`src/rtl/sqrt_arb_pkg.sv`:
```
// Shared types and sizing helpers for the sqrt arbiter/scheduler.
// Defaults here match the sqrt core build used by the FPU.
package sqrt_arb_pkg;

  function automatic int clog2_f(input int n);
    int r;
    r = 1;
    for (int i = 1; i < 31; i++)
      if ((1 << i) < n) r = i + 1;
    return r;
  endfunction

  localparam int P_NREQ       = 4;
  localparam int P_WIDTH      = 26;
  localparam int P_STAGES     = 6;
  localparam int P_OBUF_DEPTH = 4;

  localparam int ID_W = clog2_f(P_NREQ);
  localparam int LAT  = P_STAGES - 1;

  typedef struct packed {
    logic [P_WIDTH-1:0] data;
    logic               sticky;
    logic [ID_W-1:0]    id;
  } rsp_entry_t;

endpackage

```
`src/rtl/sqrt_arb_sched_if.sv`:
```
// Requester, core and response signals of the sqrt scheduler.
// slave = scheduler side, master = FPU/core/consumer side.
interface sqrt_arb_sched_if
  import sqrt_arb_pkg::*;
#(
  parameter int NREQ  = P_NREQ,
  parameter int WIDTH = P_WIDTH
);
  localparam int IW = clog2_f(NREQ);

  logic [NREQ-1:0]       req_valid;
  logic [NREQ-1:0]       req_ready;
  logic [NREQ*WIDTH-1:0] req_data;
  logic [WIDTH-1:0]      core_in;
  logic [WIDTH-1:0]      core_out;
  logic                  core_sticky;
  logic                  rsp_valid;
  logic                  rsp_ready;
  logic [WIDTH-1:0]      rsp_data;
  logic                  rsp_sticky;
  logic [IW-1:0]         rsp_id;

  modport slave (
    input  req_valid, req_data,
    input  core_out, core_sticky,
    input  rsp_ready,
    output req_ready, core_in,
    output rsp_valid, rsp_data,
    output rsp_sticky, rsp_id
  );

  modport master (
    output req_valid, req_data,
    output core_out, core_sticky,
    output rsp_ready,
    input  req_ready, core_in,
    input  rsp_valid, rsp_data,
    input  rsp_sticky, rsp_id
  );

endinterface

```
`src/rtl/sqrt_arb_rr.sv`:
```
// Combinational round-robin picker: first set req at or after ptr.
// any reflects raw requests; gnt_onehot is gated by en.
module sqrt_arb_rr
  import sqrt_arb_pkg::*;
#(
  parameter int N  = P_NREQ,
  parameter int IW = clog2_f(N)
) (
  input  logic [N-1:0]  req,
  input  logic [IW-1:0] ptr,
  input  logic          en,
  output logic [N-1:0]  gnt_onehot,
  output logic [IW-1:0] gnt_idx,
  output logic          any
);

  always_comb begin
    int ki;
    logic [IW-1:0] k;
    gnt_onehot = '0;
    gnt_idx    = '0;
    any        = 1'b0;
    for (int i = 0; i < N; i++) begin
      ki = (int'(ptr) + i) % N;
      k  = ki[IW-1:0];
      if (!any && req[k]) begin
        any     = 1'b1;
        gnt_idx = k;
      end
    end
    gnt_onehot[gnt_idx] = en & any;
  end

endmodule

```
`src/rtl/sqrt_arb_sched.sv`:
```
// Shares one non-stalling sqrt core among NREQ requesters, credit-guarded
// result FIFO. Define SQRT_ARB_PERF_EN to add saturating perf counters.
module sqrt_arb_sched
  import sqrt_arb_pkg::*;
#(
  parameter int NREQ       = P_NREQ,
  parameter int WIDTH      = P_WIDTH,
  parameter int STAGES     = P_STAGES,
  parameter int OBUF_DEPTH = P_OBUF_DEPTH
) (
  input  logic        clk,
  input  logic        rst,
  sqrt_arb_sched_if.slave bus
`ifdef SQRT_ARB_PERF_EN
  ,
  output logic [31:0] perf_issued,
  output logic [31:0] perf_credit_stall,
  output logic [31:0] perf_rsp_stall
`endif
);

  localparam int IW = clog2_f(NREQ);
  localparam int L  = STAGES - 1;
  localparam int PW = clog2_f(OBUF_DEPTH);
  localparam int CW = PW + 1;

  typedef struct packed {
    logic [WIDTH-1:0] data;
    logic             sticky;
    logic [IW-1:0]    id;
  } ent_t;

  logic [IW-1:0] rr_ptr;
  logic [CW-1:0] credits;
  logic [L-1:0]  sf_v;
  logic [IW-1:0] sf_id [L];

  ent_t          mem [OBUF_DEPTH];
  logic [PW-1:0] rd_ptr;
  logic [PW-1:0] wr_ptr;
  logic [CW-1:0] count;

  logic [NREQ-1:0] gnt;
  logic [IW-1:0]   g;
  logic [IW-1:0]   g_nxt;
  logic            any_v;
  logic            can_issue;
  logic            issue;
  logic            empty;
  logic            tail_v;
  logic            pop;
  logic            pop_mem;
  logic            push;
  ent_t            tail;
  ent_t            head;

  function automatic logic [IW-1:0] wrap_inc(
    input logic [IW-1:0] x
  );
    int t;
    t = (int'(x) + 1) % NREQ;
    return t[IW-1:0];
  endfunction

  // An empty FIFO passes the arriving result straight through,
  // so a result is visible in the cycle it leaves the core.
  assign empty   = (count == '0);
  assign tail_v  = sf_v[L-1];
  assign tail    = {bus.core_out, bus.core_sticky, sf_id[L-1]};
  assign head    = empty ? tail : mem[rd_ptr];
  assign pop     = bus.rsp_valid && bus.rsp_ready;
  assign pop_mem = pop && !empty;
  assign push    = tail_v && !(empty && pop);

  assign bus.rsp_valid  = !empty || tail_v;
  assign bus.rsp_data   = bus.rsp_valid ? head.data : '0;
  assign bus.rsp_sticky = bus.rsp_valid && head.sticky;
  assign bus.rsp_id     = bus.rsp_valid ? head.id : '0;

  // A pop this cycle frees a slot, so issue may use it at once.
  assign can_issue = rst && ((credits != '0) || pop);
  assign issue     = can_issue && any_v;
  assign g_nxt     = wrap_inc(g);

  sqrt_arb_rr #(
    .N  (NREQ),
    .IW (IW)
  ) u_rr (
    .req        (bus.req_valid),
    .ptr        (rr_ptr),
    .en         (can_issue),
    .gnt_onehot (gnt),
    .gnt_idx    (g),
    .any        (any_v)
  );

  assign bus.req_ready = gnt;
  assign bus.core_in   = issue
    ? bus.req_data[int'(g)*WIDTH +: WIDTH]
    : '0;

  always_ff @(posedge clk or negedge rst) begin
    if (!rst) begin
      rr_ptr  <= '0;
      credits <= CW'(OBUF_DEPTH);
    end else begin
      if (issue) rr_ptr <= g_nxt;
      credits <= credits - CW'(issue) + CW'(pop);
    end
  end

  always_ff @(posedge clk or negedge rst) begin
    if (!rst) begin
      sf_v <= '0;
      for (int i = 0; i < L; i++) sf_id[i] <= '0;
    end else begin
      sf_v[0]  <= issue;
      sf_id[0] <= g;
      for (int i = 1; i < L; i++) begin
        sf_v[i]  <= sf_v[i-1];
        sf_id[i] <= sf_id[i-1];
      end
    end
  end

  always_ff @(posedge clk or negedge rst) begin
    if (!rst) begin
      rd_ptr <= '0;
      wr_ptr <= '0;
      count  <= '0;
    end else begin
      if (push)    wr_ptr <= wr_ptr + PW'(1);
      if (pop_mem) rd_ptr <= rd_ptr + PW'(1);
      count <= count + CW'(push) - CW'(pop_mem);
    end
  end

  always_ff @(posedge clk) begin
    if (push) mem[wr_ptr] <= tail;
  end

`ifdef SQRT_ARB_PERF_EN
  logic cs_ev;
  logic rs_ev;

  assign cs_ev = (|bus.req_valid) && (credits == '0);
  assign rs_ev = bus.rsp_valid && !bus.rsp_ready;

  always_ff @(posedge clk or negedge rst) begin
    if (!rst) begin
      perf_issued       <= '0;
      perf_credit_stall <= '0;
      perf_rsp_stall    <= '0;
    end else begin
      if (issue && perf_issued != '1)
        perf_issued <= perf_issued + 32'd1;
      if (cs_ev && perf_credit_stall != '1)
        perf_credit_stall <= perf_credit_stall + 32'd1;
      if (rs_ev && perf_rsp_stall != '1)
        perf_rsp_stall <= perf_rsp_stall + 32'd1;
    end
  end
`endif

endmodule

```
`src/flat_wrapper.sv`:
```
// flat-port wrapper written by rule: the top's interface ports become plain ports
module sqrt_arb_sched_flat import sqrt_arb_pkg::*;
#(
  parameter int NREQ       = P_NREQ,
  parameter int WIDTH      = P_WIDTH,
  parameter int STAGES     = P_STAGES,
  parameter int OBUF_DEPTH = P_OBUF_DEPTH
)
  (clk, rst, bus_req_valid, bus_req_data, bus_core_out, bus_core_sticky, bus_rsp_ready, bus_req_ready, bus_core_in, bus_rsp_valid, bus_rsp_data, bus_rsp_sticky, bus_rsp_id);
  sqrt_arb_sched_if #(.NREQ(NREQ), .WIDTH(WIDTH)) bus_i ();
  input  logic clk;
  input  logic rst;
  input wire logic [$bits(bus_i.req_valid)-1:0] bus_req_valid;
  input wire logic [$bits(bus_i.req_data)-1:0] bus_req_data;
  input wire logic [$bits(bus_i.core_out)-1:0] bus_core_out;
  input wire logic [$bits(bus_i.core_sticky)-1:0] bus_core_sticky;
  input wire logic [$bits(bus_i.rsp_ready)-1:0] bus_rsp_ready;
  output wire logic [$bits(bus_i.req_ready)-1:0] bus_req_ready;
  output wire logic [$bits(bus_i.core_in)-1:0] bus_core_in;
  output wire logic [$bits(bus_i.rsp_valid)-1:0] bus_rsp_valid;
  output wire logic [$bits(bus_i.rsp_data)-1:0] bus_rsp_data;
  output wire logic [$bits(bus_i.rsp_sticky)-1:0] bus_rsp_sticky;
  output wire logic [$bits(bus_i.rsp_id)-1:0] bus_rsp_id;
  assign bus_i.req_valid = bus_req_valid;
  assign bus_i.req_data = bus_req_data;
  assign bus_i.core_out = bus_core_out;
  assign bus_i.core_sticky = bus_core_sticky;
  assign bus_i.rsp_ready = bus_rsp_ready;
  assign bus_req_ready = bus_i.req_ready;
  assign bus_core_in = bus_i.core_in;
  assign bus_rsp_valid = bus_i.rsp_valid;
  assign bus_rsp_data = bus_i.rsp_data;
  assign bus_rsp_sticky = bus_i.rsp_sticky;
  assign bus_rsp_id = bus_i.rsp_id;
  sqrt_arb_sched #(.NREQ(NREQ), .WIDTH(WIDTH), .STAGES(STAGES), .OBUF_DEPTH(OBUF_DEPTH)) u_core (.clk(clk), .rst(rst), .bus(bus_i));
endmodule
```
`config.mk`:
```
export PLATFORM = sky130hd
export DESIGN_NAME = sqrt_arb_sched_flat
export DESIGN_NICKNAME = d
export VERILOG_FILES = /design/src/rtl/sqrt_arb_pkg.sv /design/src/rtl/sqrt_arb_sched_if.sv /design/src/rtl/sqrt_arb_rr.sv /design/src/rtl/sqrt_arb_sched.sv /design/src/flat_wrapper.sv
export SDC_FILE = /design/constraint.sdc
export NUM_CORES = 1
export LEC_CHECK = 0
export BUFFER_PORTS_ARGS = -buffer_cell sky130_fd_sc_hd__clkbuf_2
export CAP_MARGIN = 40
export CORE_MARGIN = 5
export CORE_UTILIZATION = 52
export DETAILED_ROUTE_END_ITERATION = 10
export GPL_ROUTABILITY_DRIVEN = 0
export PLACE_DENSITY_LB_ADDON = 0.15
export SYNTH_ARGS = -nofsm -noshare
export SYNTH_HDL_FRONTEND = slang
export SYNTH_HIERARCHICAL = 1
export SYNTH_SLANG_ARGS = --single-unit
export TNS_END_PERCENT = 20
```
`constraint.sdc`:
```
create_clock -name clk -period 3.31 [get_ports clk]
set_input_delay 0.662 -clock clk [delete_from_list [all_inputs] [get_ports clk]]
set_output_delay 0.662 -clock clk [all_outputs]
set_load 0.03 [all_outputs]
```
Yosys cells after proc, flatten, opt, wreduce, memory -nomap -nowiden --
Memories as Yosys holds them, arrays and structs flattened. Cells that the tools add are included.
Storage, ports and cells: flip-flop bits (word level) 27, memory bits (writable) 116, input port bits 138, output and inout port bits 60, word-level logic and storage cells 76, memories 1
Cells by class: add/sub/neg operators 10, $mul 1, magnitude comparators 6, shift operators 1, mux-type cells 24, bitwise logic cells 2, reductions and logical operators 20
Memory list:
- u_core.mem | depth 4, bits a word 29, read ports 1, clocked after memory_dff 0, write ports 1, line sqrt_arb_sched.sv:38 | ent_t mem [OBUF_DEPTH];
Operators with widths (count):
- 104-bit by 32-bit variable part select with 26-bit output | 1
- 26-bit 2-to-1 mux | 2
- 29-bit 2-to-1 mux | 1
- 2-bit by 3-bit < comparator with 1-bit output (second input constant) | 5
- 1-bit logical AND | 11
- 1-bit 2-to-1 mux | 11
- 2-bit 2-to-1 mux | 5
- 2-bit by 1-bit adder with 2-bit output (second input constant) | 4
- 1-bit binary-select mux with 2-bit select | 4
- 3-bit by 1-bit adder with 3-bit output | 2
- 2-bit by 4-bit multiplier with 6-bit output (second input constant) | 1
- 3-bit by 1-bit subtractor with 3-bit output | 2
- 1-bit logical NOT | 5
- 2-bit adder (second input constant) | 2
- 4-bit AND | 1
- 3-bit logical NOT | 1
- 3-bit nonzero test | 1
- 1-bit demux with 2-bit select | 1
- 2-bit by 1-bit greater-or-equal comparator with 1-bit output (second input constant) | 1
- 1-bit logical OR | 2
- 1-bit AND | 1

Logic depth before layout (Yosys ltp) --
Gate-level depths: netlist (run 1).
word-level depth 17, gate-level depth with buffers 14, gate-level depth less buffers 12

Hierarchy --
The synthesis (run 1) kept the hierarchy.
By module, submodules not included:
- sqrt_arb_sched | instances 1, cells each 383, area an instance 6452.4 um2
- sqrt_arb_rr | instances 1, cells each 19, area an instance 128.9 um2

Least setup slack after synthesis (run 1) --
OpenSTA, ideal clock, no wires.
path kind input to output, start point input bus_req_valid[2], end point output bus_core_in[17], data arrival time 2611 ps, required time 2648 ps, path slack 37 ps, stages 8, cell sequence nor2b_4 -> a21o_1 -> a221o_1 -> nor2_1 -> buf_4 -> buf_2 -> mux4_2 -> nor2b_1
Between the ends: cells in the longest elaborated chain, start to end 15
RTL lines:
- from (decl) | line flat_wrapper.sv:13 | input wire logic [$bits(bus_i.req_valid)-1:0] bus_req_valid;
- 1-bit binary-select mux with 2-bit select | line sqrt_arb_rr.sv:26 | if (!any && req[k]) begin
- 1-bit 2-to-1 mux (implied by the code) | line sqrt_arb_rr.sv:26
- 1-bit 2-to-1 mux | line sqrt_arb_rr.sv:26
- 1-bit logical NOT | line sqrt_arb_rr.sv:26
- 1-bit logical AND | line sqrt_arb_rr.sv:26
- 1-bit 2-to-1 mux | line sqrt_arb_rr.sv:26
- 1-bit logical NOT | line sqrt_arb_rr.sv:26
- 1-bit logical AND | line sqrt_arb_rr.sv:26
- 1-bit 2-to-1 mux | line sqrt_arb_rr.sv:26
- 1-bit logical NOT | line sqrt_arb_rr.sv:26
- 1-bit logical AND | line sqrt_arb_rr.sv:26
- 2-bit 2-to-1 mux * | line sqrt_arb_rr.sv:26
- via u_core.g[0] | line sqrt_arb_sched.sv:44 | logic [IW-1:0] g;
- 2-bit by 4-bit multiplier with 6-bit output * | line sqrt_arb_sched.sv:99 | ? bus.req_data[int'(g)*WIDTH +: WIDTH]
- 104-bit by 32-bit variable part select with 26-bit output * | line sqrt_arb_sched.sv:99
- 26-bit 2-to-1 mux * | line sqrt_arb_sched.sv:99
- to (decl) | line flat_wrapper.sv:19 | output wire logic [$bits(bus_i.core_in)-1:0] bus_core_in;
The timed path passes the listed nets; every way through them passes the cells marked *. The select of a mux whose other input is x is not followed.

Final worst setup path (run 1) --
start point input bus_req_valid[2], end point output bus_core_in[8]
Same word-level chain as after synthesis.

==> impl_metrics.yaml, run 1 <==
synth:
  synth_edf_count: 116
  yosysTopAreaCellShare_pct: 52.9
  synth_most_common_cell: "edfxtp_1"
  ys_top_cells_by_count: "116 x edfxtp_1, 60 x nand2_1, 55 x mux4_2, 29 x o21ai_0, 27 x nor2b_1"
  ys_seq_area_share_pct: 63.2
  synth-seq-cells: 143
  synthTopCellsByArea: "edfxtp_1 53%, mux4_2 19%, dfrtp_1 9.9%, nand2_1 3.4%, nor2b_1 2.6%"
  yosys_warnings: 6
  syn_inst: 402
  synth_fp_nets: 550
  ys.flop_type: "edfxtp_1"
  ys_types: 38
  async_flop_share_pct: 18.9
  yosysTopAreaCell: "edfxtp_1"
  synth_area_sq_mm: 0.00658
  syn_area_per_cell_sq_um: 16.4
cells_and_area:
  fillCellCount: 891
  fin_nets: 761
  drive_above_1_share_pct: 49.8
  layout.cells.non_filler: 798
  syn_to_final_growth_pct: 29.7
  stdcell_area_sq_mm: 0.00854
  post-route-util_pct: 68.2
  insertedDiodeCount: 0
clocking:
  clkSinkCount: 143
  cts.reportedPaths.clkPinSlew_ns: 0.06
  numCtsBuffers: 17
  htree_levels: 4
  cts_root_buf: "clkbuf_16"
  tritoncts: "built"
  postCtsHoldBufs: 0
  clockBufferDepth: 2
  clk_latency_ns: 0.40
sta:
  tightestPinTransition_ns: 0.534
  hold_viol: 0
  slew_violations: 0
  holdWs_ns: 0.274
  finalClockSkew_ns: 0.00912
  slew_headroom_pct: 64.4
  fin_crit_ns: 3.26
  period_share_pct: 98.5
  setup_viol: 0
  max_freq_ghz: 0.307
  rsz0062_at_grt: "yes"
detailed_routing:
  via_count: 4271
  drc: 0
  drt_iter0_drc: 187
  dr.pass1.iters: 4
  drt-total-wl_mm: 15.2
  wl_per_cell_um: 19.0
  drt-vias-per-instance: 5.35
  ant_nets: 0
global_route:
  overflow: 0
  busiest_layer: "met2"
  met1_usage_pct: 25.0
  grt_use_total_pct: 21.0
  use_met2_pct: 34.9
  antenna_found_initial: 0
  grt_pass1_vias: 4682
  grt_max_degree: 32
  grt_pass1_wl_mm: 23.5
  grtUsageMet3_pct: 7.14
worst_setup_path:
  crit_type: "in2out"
  ff2ff_setup_slack_ns: 0.64
  worstSetupStartpointType: "input port"
  endpoint_kind: "primary output"
  crit_start: "bus_req_valid[2]"
  crit_arrival_ns: 2.60
  r2r-start: "u_core/count[2]"
  cp_max_fo: 13
  crit_required_ns: 2.65
  rr_endpoint: "u_core/count[2]"
  r2r_cells: 8
power_and_ir_drop:
  powerDensity_mw_per_mm2: 972
  power.total_mw: 8.30
  vdd_drop_max_mv: 0.431
  leakagePower_nw: 3.54
placed_design:
  dpl.hpwl_mm: 10.4
  place_area_sq_mm: 0.00784
  placed_cells: 764
  portBuffers: 197
floorplanning:
  rows: 41
  die_area_sq_mm: 0.0150
  core-area_sq_mm: 0.0125
  die_w_um: 123
  initial_core_util_pct: 52.6
  pin_count: 198
  die_h_um: 123
run:
  max_cap_violations: 0
outcome:
  outcome: "complete, no violations"
min_path:
  hold_path.class: "in2async"
## logic make-up after synthesis
| logic type | synth area share (%) |
|---|---|
| AOI/OAI and AO/OA | 3.65 |
| xor gates and xnor gates | 1.06 |
| adders and majority gates | 2.13 |
| buffers and inverters | 2.64 |
| DFF | 63.2 |
| muxes | 19.4 |
| and+or+nand+nor | 7.93 |
## worst max-delay path, stage by stage
cell and delay (ns):
clkbuf_2 0.10, nor2b_4 0.13, a21o_1 0.15, a221o_1 0.34, nor2_4 0.17, clkbuf_16 0.22, mux4_2 0.50, nor2b_1 0.15
buf_4 0.18
## registers in the layout, indices dropped and copies added (netlist names)
register	count
u_core/credits	3
u_core/sf_v	5
u_core/mem	116
u_core/count	3
u_core/sf_id	10
u_core/wr_ptr	2
u_core/rr_ptr	2
u_core/rd_ptr	2
## layer usage
layer | vias to the layer above | routed length, um
met4 | 0 | 473
li1 | 1960 | -
met5 | - | 0
met1 | 2110 | 5710
met2 | 172 | 7850
met3 | 29 | 1130
## through the flow
step / worst slack [ns] / setup TNS [ns]
after floorplan: 0.0367 / 0
after global placement: 0.0565 / 0
after detailed placement: 0.0297 / 0
after CTS: -0.000913 / -0.00170
after global routing: -0.0355 / -0.624
final: 0.0505 / 0
## area by class of cell
| class | count | area (sq um) | area share [%] |
|---|---|---|---|
| tap | 172 | 215 | 2.52 |
| timing repair buffer | 217 | 1200 | 14.0 |
| clock inverter | 13 | 218 | 2.55 |
| clock buffer | 19 | 433 | 5.07 |
| inverter | 14 | 52.6 | 0.616 |
| sequential | 143 | 4160 | 48.8 |
| multi-input combinational | 220 | 2260 | 26.4 |
## report_power, final
group | switching (mW) | internal [mW] | total, mW
combinational | 2.13 | 1.50 | 3.62
sequential | 0.167 | 2.43 | 2.59
clock | 0.676 | 1.40 | 2.08
## cells in the final DEF, fill, tap and decap left out, types with 6 or more instances in the layout
master,instances
clkbuf_2,171
edfxtp_1,116
nand2_1,60
mux4_2,55
o21ai_0,29
nor2b_1,27
dfrtp_1,24
buf_2,23
buf_4,19
clkbuf_16,18
inv_1,14
ha_1,8
bufinv_16,6
## how the worst max path moves through the flow
stage / slack, ns / end
global placement: 0.06 / bus_core_in[12]
floorplan: 0.04 / bus_core_in[17]
finish: 0.05 / bus_core_in[8]
global route: -0.04 / bus_core_in[16]
detailed placement: 0.03 / bus_core_in[2]
CTS: -0.0009 / bus_core_in[8]
## timing repair
item,in CTS,in global routing
cloned,0,1
gates resized for setup,2,29
endpoints found under the hold margin,0,0
setup endpoints to repair,2,26
buffers inserted,0,1
Note: power is estimated with default switching activity, not from simulation.
==> run 2, diff against run 1 <==
CORE_UTILIZATION = 25   (was 52)
clock period = 3.6 ns   (was 3.31 ns; I/O delays follow)
==> impl_metrics.yaml, run 2 (synthesized netlist as in run 1, its figures left out) <==
outcome:
  outcome: "complete, no violations"
worst_setup_path:
  crit_required_ns: 2.88
  endpoint_kind: "primary output"
  crit_arrival_ns: 2.72
  cp_max_fo: 29
  cp_common_cell: "clkbuf_2"
  cp_cell_sequence: "clkbuf_2 > nor2b_4 > a21o_1 > a221o_1 > nor2_4 > buf_12 > mux4_2 > nor2b_1 > clkbuf_2"
  crit_type: "in2out"
  path_buf_inv: 3
  slowest_stage: "mux4_2"
  crit_path_max_incr_delay_ns: 0.53
  cp_top_family: "buffers and inverters"
  worstSetupStartpointType: "input port"
sta:
  tns_ns: 0
  rsz0062_at_grt: "no"
  setup_viol: 0
  tightestPinTransition_ns: 0.469
  max_freq_ghz: 0.291
  slew_headroom_pct: 68.8
  fin_crit_ns: 3.44
  slew_violations: 0
  final.setup.worst_slack_ns: 0.161
  hold_viol: 0
  finalClockSkew_ns: 0.00655
  period_share_pct: 95.5
detailed_routing:
  dr.pass1.iters: 4
  drt-vias-per-instance: 4.41
  via_count: 4235
  drt-total-wl_mm: 17.0
  wl_per_cell_um: 17.8
  drc: 0
  ant_nets: 0
  drt_iter0_drc: 131
clocking:
  clkSinkCount: 143
  numCtsBuffers: 17
  htree_levels: 4
  cts.reportedPaths.clkPinSlew_ns: 0.06
  ctsResizeCount: 0
  clockBufferDepth: 2
  postCtsSetupBuffers: 0
  clk_latency_ns: 0.41
  tritoncts: "built"
  cts_root_buf: "clkbuf_16"
  postCtsHoldBufs: 0
global_route:
  grt_pass1_vias: 4944
  grt_use_total_pct: 11.9
  grt_max_degree: 33
  antenna_found_initial: 3
  overflow: 0
  grt_pass1_wl_mm: 26.7
floorplanning:
  die_w_um: 172
  die_h_um: 172
  initial_core_util_pct: 25.3
  rows: 59
  core-area_sq_mm: 0.0260
  pin_count: 198
  die_area_sq_mm: 0.0297
power_and_ir_drop:
  leakagePower_nw: 3.52
  powerDensity_mw_per_mm2: 883
  power.total_mw: 7.74
  vdd_drop_max_mv: 0.434
cells_and_area:
  top_regs: "u_core/mem x116, u_core/sf_id x10, u_core/sf_v x5"
  final_common_cell: "clkbuf_2"
  drive_above_1_share_pct: 50.2
  largest_reg_flops: 116
  fin_nets: 757
  syn_to_final_growth_pct: 33.1
  final_cell_mix: "197 x clkbuf_2, 116 x edfxtp_1, 60 x nand2_1"
  top_register: "u_core/mem"
placed_design:
  portBuffers: 197
  dpl_worst_slack_ns: 0.153
  dpl.hpwl_mm: 12.2
min_path:
  hold_path.class: "in2async"
run:
  max_cap_violations: 0
==> run 2: cell types whose count changed in the layout (fill, tap and decap cells not counted), sizes merged <==
cell / delta
buf: -29
clkinv: -3
inv: +2
clkbuf: +24
clkinvlp: +1
diode: +3
bufinv: +1
==> run 2: final timing paths <==
kind	from	to	slack (ns)	depth (start not counted)
max	bus_req_valid[2]	bus_core_in[6]	0.16	9
min	rst	u_core/rr_ptr[1]	0.35	2
max reg2reg	u_core/count[2]	u_core/count[2]	0.98	8
min reg2reg	u_core/sf_v[3]	u_core/sf_v[4]	0.35	0
max in group asynchronous	rst	u_core/credits[2]	2.95	2
min in group clk	u_core/sf_v[3]	u_core/sf_v[4]	0.35	0
==> run 2: area by class of cell <==
type / instances / area (sq um)
Inverter: 14 / 52.6
Timing Repair Buffer: 213 / 1170
Fill cell: 2576 / 17200
Sequential cell: 143 / 4160
Multi-Input combinational cell: 220 / 2260
Tap cell: 335 / 419
Antenna cell: 3 / 7.51
Clock buffer: 18 / 429
Clock inverter: 14 / 262
==> run 2: per-stage QoR <==
step	utilization, %	instances	area [sq um]	hold slack, ns
CTS	33.7	957	8750	0.342
global placement	30.7	921	7980	0.333
floorplan	-	402	6580	0.331
detailed placement	31.0	925	8060	0.335
finish	33.7	960	8760	0.346
global route	33.7	960	8760	0.354
==> run 2: worst register-to-register path: stages (launching register included) <==
cell and delay [ns]:
dfrtp_1 0.42, or3_2 0.65, and2_1 0.24, ha_1 0.28, inv_1 0.04, ha_1 0.18, fa_1 0.38, xor2_1 0.18
xnor2_1 0.13
==> run 2: layer usage <==
metal | track usage (%) | part of all wire, %
met5 | 0 | 0
met4 | 5.19 | 1.6
met3 | 4.12 | 7.9
met2 | 21.0 | 53
met1 | 13.1 | 38
==> run 2: where the power goes <==
part / total, mW / switching, mW / internal, mW
combinational: 3.31 / 1.98 / 1.33
clock: 2.03 / 0.659 / 1.37
sequential: 2.39 / 0.166 / 2.23
==> run 3, diff against run 2 <==
SETUP_SLACK_MARGIN = 0.5   (was not set)
==> impl_metrics.yaml, run 3 (synthesized netlist as in run 1, its figures left out) <==
global_route:
  grt_use_total_pct: 11.9
  grt_pass1_vias: 4823
  antenna_found_initial: 0
  overflow: 0
  grt_max_degree: 33
  grt_pass1_wl_mm: 26.7
detailed_routing:
  wl_met2_mm: 9.09
  drt-total-wl_mm: 17.4
  met3_length_mm: 1.44
  drt-vias-per-instance: 4.44
  via_count: 4282
  wl_per_cell_um: 18.0
  dr.pass1.iters: 4
  drc: 0
  drt_iter0_drc: 151
  ant_nets: 0
  met1_length_mm: 6.64
  top_layer_used: "met4"
clocking:
  clkSinkCount: 143
  cts_root_buf: "clkbuf_16"
  numCtsBuffers: 17
  cts.reportedPaths.clkPinSlew_ns: 0.06
  tritoncts: "built"
  postCtsHoldBufs: 0
  clockBufferDepth: 2
  htree_levels: 4
  clk_latency_ns: 0.41
sta:
  slew_violations: 0
  tightestPinTransition_ns: 0.554
  slew_headroom_pct: 63.0
  fin_crit_ns: 3.38
  rsz0062_at_grt: "yes"
  setup_viol: 0
  period_share_pct: 93.9
  finalClockSkew_ns: 0.00657
  max_freq_ghz: 0.296
  final.setup.worst_slack_ns: 0.221
  tns_ns: 0
  hold_viol: 0
worst_setup_path:
  crit_required_ns: 2.88
  endpoint_kind: "primary output"
  crit_type: "in2out"
  worstSetupStartpointType: "input port"
  crit_arrival_ns: 2.66
  cp_max_fo: 7
power_and_ir_drop:
  powerDensity_mw_per_mm2: 867
  leakagePower_nw: 3.71
  vdd_drop_max_mv: 0.373
placed_design:
  portBuffers: 197
  placed_cells: 925
  dpl_worst_slack_ns: 0.117
  dpl.hpwl_mm: 11.9
  place_area_sq_mm: 0.00823
floorplanning:
  initial_core_util_pct: 25.3
  die_w_um: 172
  die_h_um: 172
  pin_count: 198
  die_area_sq_mm: 0.0297
  core-area_sq_mm: 0.0260
  rows: 59
cells_and_area:
  stdcell_area_sq_mm: 0.00916
  top_regs: "u_core/mem x116, u_core/sf_id x10, u_core/sf_v x5"
  final_cell_mix: "172 x clkbuf_2, 116 x edfxtp_1, 60 x nand2_1"
  insertedDiodeCount: 0
  fin_nets: 765
  top_register: "u_core/mem"
  final_common_cell: "clkbuf_2"
  syn_to_final_growth_pct: 39.2
  drive_above_1_share_pct: 54.8
  largest_reg_flops: 116
  layout.cells.non_filler: 965
run:
  max_cap_violations: 0
outcome:
  outcome: "complete, no violations"
min_path:
  hold_path.class: "in2async"
[run 3: worst max-delay path: stages]
cell and delay (ns):
buf_6 0.09, nor2b_4 0.11, a21o_1 0.16, a221o_1 0.34, nor2_4 0.14, buf_12 0.14
buf_16 0.14, mux4_2 0.49, nor2b_4 0.13, clkbuf_2 0.19
[run 3: worst paths after layout]
kind                       slack [ns]                 to              from  cells past startpoint
setup / recovery                 0.22    bus_core_in[19]  bus_req_valid[2]                     10
hold / removal                   0.10   u_core/rr_ptr[0]               rst                      1
setup reg to reg                 0.88    u_core/count[2]   u_core/count[1]                      8
hold reg to reg                  0.34    u_core/sf_id[3]   u_core/sf_id[5]                      0
max in group asynchronous        2.94  u_core/credits[2]               rst                      2
min in group clk                 0.34    u_core/sf_id[3]   u_core/sf_id[5]                      0
[run 3: layout make-up]
class | instances | area [sq um]
clock buffer | 17 | 425
clock inverter | 15 | 171
fill | 2553 | 16800
inverter | 14 | 52.6
multi-input combinational | 220 | 2410
sequential | 143 | 4160
tap | 335 | 419
timing repair buffer | 221 | 1520
[run 3: metrics by stage]
stage / hold WS, ns / power, mW / util, %
floorplan: 0.331 / 4.96 / -
global placement: 0.332 / 5.85 / 31.3
detailed placement: 0.336 / 5.98 / 31.7
CTS: 0.0804 / 8.08 / 35.1
global route: 0.0774 / 8.44 / 35.3
finish: 0.101 / 7.94 / 35.3
[run 3: where the power goes]
| group | switching [mW] | leakage (nW) | internal [mW] |
|---|---|---|---|
| Sequential | 0.193 | 1.38 | 2.23 |
| Combinational | 2.06 | 2.04 | 1.71 |
| Clock | 0.707 | 0.292 | 1.04 |
[run 3: what timing repair did]
action / CTS / global route
setup buffers: 5 / 0
endpoints found under the setup margin: 35 / 53
gates resized for setup: 43 / 20
pin swaps: 2 / 2
cloned: 3 / 0
[run 3: layer usage]
layer	vias to the layer above	global-route usage [%]
met2	197	21.5
met4	0	3.11
met5	-	0
met3	11	4.14
li1	1963	-
met1	2111	13.5
